`config.mk`:
```
export PLATFORM = sky130hd
export DESIGN_NAME = seq_timing_ctrl
export DESIGN_NICKNAME = d
export VERILOG_FILES = /design/src/rtl/basic_computer_pkg.sv /design/src/rtl/seq_timing_ctrl_dec.sv /design/src/rtl/seq_timing_ctrl.sv
export SDC_FILE = /design/constraint.sdc
export NUM_CORES = 1
export LEC_CHECK = 0
export ABC_AREA = 1
export BUFFER_PORTS_ARGS = -buffer_cell sky130_fd_sc_hd__buf_2
export CELL_PAD_IN_SITES_DETAIL_PLACEMENT = 0
export CELL_PAD_IN_SITES_GLOBAL_PLACEMENT = 1
export CORE_UTILIZATION = 32
export CTS_CLUSTER_SIZE = 24
export DETAILED_ROUTE_END_ITERATION = 10
export PLACE_DENSITY_LB_ADDON = 0.1
export SLEW_MARGIN = 40
export SYNTH_ARGS = -nofsm -noshare
export SYNTH_HDL_FRONTEND = slang
export SYNTH_SLANG_ARGS = --single-unit
```
`constraint.sdc`:
```
create_clock -name clk -period 3.65 [get_ports clk]
set_clock_uncertainty 0.15 [all_clocks]
set_input_delay 0.1825 -clock clk [delete_from_list [all_inputs] [get_ports clk]]
set_output_delay 0.1825 -clock clk [all_outputs]
set_load 0.01 [all_outputs]
```
`src/rtl/basic_computer_pkg.sv`:
```
// Shared constants and types for the basic-computer control slice.
package basic_computer_pkg;

    localparam int unsigned SC_W    = 3;
    localparam int unsigned T_COUNT = 8;

    localparam logic [2:0] OP_AND   = 3'd0;
    localparam logic [2:0] OP_ADD   = 3'd1;
    localparam logic [2:0] OP_LDA   = 3'd2;
    localparam logic [2:0] OP_STA   = 3'd3;
    localparam logic [2:0] OP_BUN   = 3'd4;
    localparam logic [2:0] OP_BSA   = 3'd5;
    localparam logic [2:0] OP_ISZ   = 3'd6;
    localparam logic [2:0] OP_REGIO = 3'd7;

    typedef enum logic {
        IDLE = 1'b0,
        RUN  = 1'b1
    } seq_state_e;

endpackage

```
`src/rtl/seq_timing_ctrl_dec.sv`:
```
// 3-to-8 one-hot decoder shared by the timing and opcode paths.
module seq_timing_ctrl_dec
    import basic_computer_pkg::*;
(
    input  logic [SC_W-1:0]    sel,
    output logic [T_COUNT-1:0] onehot
);

    always_comb begin
        onehot      = '0;
        onehot[sel] = 1'b1;
    end

endmodule

```
`src/rtl/seq_timing_ctrl.sv`:
```
// Sequence counter, run flip-flop and T/D/I timing qualifiers.
// Optional interrupt cycle (R flip-flop) enabled by SEQ_TIMING_INTR_CYCLE_EN.
module seq_timing_ctrl
    import basic_computer_pkg::*;
#(
    parameter int unsigned SC_WIDTH = 3,
    parameter int unsigned DECODE_T = 2
) (
    input  logic                clk,
    input  logic                rst_n,
    input  logic                start,
    input  logic                halt_req,
    input  logic                sc_clr,
    input  logic [2:0]          ir_op,
    input  logic                ir_i,
`ifdef SEQ_TIMING_INTR_CYCLE_EN
    input  logic                intr_req,
    output logic                intr_cycle,
`endif
    output logic [SC_WIDTH-1:0] sc,
    output logic                running,
    output logic [T_COUNT-1:0]  t_onehot,
    output logic [T_COUNT-1:0]  d_onehot,
    output logic                i_flag,
    output logic                reg_ref,
    output logic                io_ref,
    output logic                sc_ovf
);

    localparam logic [SC_WIDTH-1:0] DEC_SLOT   = SC_WIDTH'(DECODE_T);
    localparam logic [SC_WIDTH-1:0] INTR_LAST  = SC_WIDTH'(2);

    seq_state_e            state_q, state_d;
    logic [SC_WIDTH-1:0]   sc_q, sc_d;
    logic [T_COUNT-1:0]    d_q, d_d;
    logic                  i_q, i_d;
    logic                  ovf_q, ovf_d;
    logic [T_COUNT-1:0]    t_dec;
    logic [T_COUNT-1:0]    op_dec;
    logic                  r_active;

`ifdef SEQ_TIMING_INTR_CYCLE_EN
    logic                  r_q, r_d;
    assign r_active = r_q;
`else
    assign r_active = 1'b0;
`endif

    seq_timing_ctrl_dec u_t_dec (
        .sel    (sc_q),
        .onehot (t_dec)
    );

    seq_timing_ctrl_dec u_d_dec (
        .sel    (ir_op),
        .onehot (op_dec)
    );

    always_ff @(posedge clk) begin
        if (!rst_n) begin
            state_q <= IDLE;
            sc_q    <= '0;
            d_q     <= '0;
            i_q     <= 1'b0;
            ovf_q   <= 1'b0;
`ifdef SEQ_TIMING_INTR_CYCLE_EN
            r_q     <= 1'b0;
`endif
        end else begin
            state_q <= state_d;
            sc_q    <= sc_d;
            d_q     <= d_d;
            i_q     <= i_d;
            ovf_q   <= ovf_d;
`ifdef SEQ_TIMING_INTR_CYCLE_EN
            r_q     <= r_d;
`endif
        end
    end

    always_comb begin
        state_d = state_q;
        sc_d    = sc_q;
        d_d     = d_q;
        i_d     = i_q;
        ovf_d   = ovf_q;
`ifdef SEQ_TIMING_INTR_CYCLE_EN
        r_d     = r_q;
`endif
        case (state_q)
            IDLE: begin
                sc_d = '0;
                if (start) begin
                    state_d = RUN;
                end
            end
            RUN: begin
                // Decode latch is independent of the halt/clear priority chain.
                if (sc_q == DEC_SLOT && !r_active) begin
                    d_d = op_dec;
                    i_d = ir_i;
                end
                if (halt_req) begin
                    state_d = IDLE;
                    sc_d    = '0;
`ifdef SEQ_TIMING_INTR_CYCLE_EN
                    r_d     = 1'b0;
`endif
                end else begin
`ifdef SEQ_TIMING_INTR_CYCLE_EN
                    if (intr_req && sc_q > INTR_LAST) begin
                        r_d = 1'b1;
                    end
                    if (r_q && sc_q == INTR_LAST) begin
                        r_d = 1'b0;
                    end
`endif
                    if (sc_clr) begin
                        sc_d = '0;
                    end else if (r_active && sc_q == INTR_LAST) begin
                        sc_d = '0;
                    end else if (sc_q == '1) begin
                        sc_d  = '0;
                        ovf_d = 1'b1;
                    end else begin
                        sc_d = sc_q + 1'b1;
                    end
                end
            end
            default: begin
                state_d = IDLE;
                sc_d    = '0;
            end
        endcase
    end

    always_comb begin
        running  = (state_q == RUN);
        sc       = sc_q;
        t_onehot = running ? t_dec : '0;
        d_onehot = d_q;
        i_flag   = i_q;
        reg_ref  = t_onehot[DECODE_T+1] & d_q[OP_REGIO] & ~i_q;
        io_ref   = t_onehot[DECODE_T+1] & d_q[OP_REGIO] & i_q;
        sc_ovf   = ovf_q;
`ifdef SEQ_TIMING_INTR_CYCLE_EN
        intr_cycle = r_q;
`endif
    end

endmodule

```
==> results_dict.tcl <==
set metrics [dict create \
    status "finished, final reports clean" \
    slowest_delay_ps 550 \
    initial_core_util_pct 34.51 \
    power_density_nw_per_um2 269.4 \
    yosys-top-cells-area "dfxtp_1, nand2_1, nor2_1" \
    slowest_stage "dfxtp_1" \
    cts_sinks 14 \
    ant_nets 0 \
    syn_inst 120 \
    wire_per_inst_um 8.533 \
    core_sq_um 2233 \
    min_period_ps 1697 \
    grt-ovfl-total 0 \
    ioPinCount 33 \
    crit_top_cell "nor2_1" \
    period_share_pct 46.51 \
    drtIter0Drc 18 \
    r2r_slack_ps 2290 \
    die-area_sq_um 2609 \
    leakagePower_nw 0.6022 \
    path_class "reg -> out" \
    die_y_um 51.08 \
    synth-seq-area-share_pct 36.36 \
    synth.most_common_cell "nand2_1" \
    crit_path_end_kind "primary output" \
    ys.flop_type "dfxtp_1" \
    setup_viol 0 \
    cts-resized-gates 0 \
    grt_pass1_vias 633 \
    port_buffers 32 \
    hold_class "in -> reg" \
    clk_latency_ps 270 \
    report.final.slew_viol_count 0 \
    whs_ps 23.08 \
    swShare_pct 24.16 \
    clk_path_buf_depth 2 \
    area_growth_pct 27.44 \
    worstPathCellList "nand2_4 > nor2_1 > nand2_1 > nor2_1 > buf_2" \
    grt_pass1_wl_mm 2.594 \
    r2r-end "d_onehot[4]" \
    cts_setup_buffers 0 \
    drcViolationCount 0 \
    r2r_start "sc[1]" \
    dp_hpwl_mm 1.147 \
    cp-endpoint "reg_ref" \
    critPathMaxFanout 9 \
    startpoint_type "flop" \
    async_flop_share_pct 0 \
    synth_edf_count 0 \
    ctsRootBufferMaster "clkbuf_4" \
    worst-path-stages 5 \
    synth.distinct_cells 16 \
    maxCapViolations 0 \
    cts_hold_buf 2 \
    nets 168 \
    fmaxAchievable_mhz 589.1 \
    cts_max_level 1 \
    relSlewSlack_pct 74.88 \
    dr.pass1.iters 4 \
    clkPwrFrac_pct 32.8 \
    cts_buffers 3 \
    rsz0062_at_grt "no" \
    path_clk_slew_ps 80 \
    synth_top_area_cell "dfxtp_1" \
    critical_path.startpoint "running" \
    ys_warn_count 0 \
    gp_congestion 0.7601 \
    syn_area_sq_um 770.7 \
    synth_common_cells "nand2_1, nor2_1, inv_1" \
    vias 763 \
    die_w_um 51.08 \
    cts_tree "yes" \
    path_delay_family "flip-flops" \
    fin_setup_tns_ps 0 \
    crit_arrival_ps 1360 \
    drive_gt1_share_pct 27.92 \
    via_per_inst 4.192 \
    netlist.area_leader.share_pct 36.36 \
    diodes 0 \
    pwr-share-comb_pct 7.9 \
    ys_ff_latch 14 \
    grt_usage_pct 13.29 \
    grt_max_degree 13 \
    num_rows 17 \
    p_int_uw 200.7 \
    tightest_slew_ps 376.3 \
    finalHoldViolations 0 \
    required_ps 3320 \
    r2r.worst_path.cells 6 \
    drt_wl_total_mm 1.553 \
    syn_nets 132 \
    antenna_found_initial 0 \
    switchingPower_uw 63.92 \
    pwr-share-seq_pct 59.3 \
    critPathBufInv 1 \
    ir_worst_vdd_mv 0.1699 \
    synth_area_per_cell_sq_um 6.423 \
]
final cells by class:
class / instances / area [sq um]
Timing Repair Buffer: 34 / 180.2
Fill cell: 251 / 1251
Clock buffer: 3 / 22.52
Tap cell: 28 / 35.03
Inverter: 25 / 93.84
Sequential cell: 14 / 280.3
Multi-Input combinational cell: 78 / 370.4
flip-flops by register name (all words and copies together), names as in the netlist:
register and flops:
sc 3, d_onehot 8, sc_ovf 1, i_flag 1, running 1
how the worst min path moves through the flow:
stage                         from  endpoint  slack (ps)  depth (start not counted)
after CTS                    start   running          20                          3
after detailed placement  halt_req   running         240                          2
after floorplan           halt_req   running         130                          1
after global routing        sc_clr    sc_ovf          50                          4
final                        start   running          20                          3
after global placement    halt_req   running         230                          2
power by group through the flow:
stage / Clock (mW) / Sequential (mW) / Combinational, mW
6_report: 0.0869 / 0.157 / 0.0208
5_1_grt: 0.0995 / 0.157 / 0.0232
4_1_cts: 0.0917 / 0.157 / 0.0210
3_5_place_dp: 0 / 0.161 / 0.0192
3_3_place_gp: 0 / 0.160 / 0.0190
2_1_floorplan: 0 / 0.159 / 0.0125
layer usage:
layer | vias to the layer above | part of all wire, % | GRT usage [%] | routed length (um)
li1 | 418 | - | - | -
met1 | 324 | 52 | 16.82 | 814
met2 | 19 | 42 | 20.83 | 649
met3 | 2 | 4.8 | 2.976 | 74
met4 | 0 | 0.90 | 6.944 | 14
met5 | - | 0 | 0 | 0
stage by stage:
stage | instances | instance area [sq um] | worst slack, ps | total power [mW] | utilization, %
5_1_grt | 182 | 982.2 | 1807 | 0.2801 | 43.98
2_1_floorplan | 120 | 770.7 | 2227 | 0.1712 | -
3_5_place_dp | 177 | 939.7 | 2241 | 0.1798 | 42.07
4_1_cts | 182 | 982.2 | 1925 | 0.2695 | 43.98
3_3_place_gp | 177 | 939.7 | 2285 | 0.1795 | 42.07
6_report | 182 | 982.2 | 1953 | 0.2646 | 43.98
placed cells by master, fill, tap and decap left out:
| cell type | instances |
|---|---|
| buf_2 | 32 |
| inv_1 | 24 |
| a21oi_1 | 2 |
| ha_1 | 3 |
| nand3_1 | 5 |
| clkbuf_4 | 3 |
| nor2_1 | 25 |
| nand3_4 | 1 |
| nor2_4 | 1 |
| nand4_1 | 1 |
| nand2_4 | 1 |
| nor2_2 | 4 |
| dlygate4sd3_1 | 2 |
| o21ai_0 | 1 |
| nand2_1 | 34 |
| dfxtp_1 | 14 |
| inv_2 | 1 |
logic make-up after synthesis:
| kind of cell | Yosys count | synth area share (%) |
|---|---|---|
| AOI/OAI and AO/OA | 3 | 1.947 |
| and+or+nand+nor | 72 | 41.23 |
| DFF | 14 | 36.36 |
| adders and majority gates | 3 | 4.871 |
| buffers and inverters | 28 | 15.58 |
worst min-delay path, cell delays in order:
cell	delay (ps)
buf_2	70
o21ai_0	60
a21oi_1	100
No activity file was read; power rests on OpenSTA's default activity.
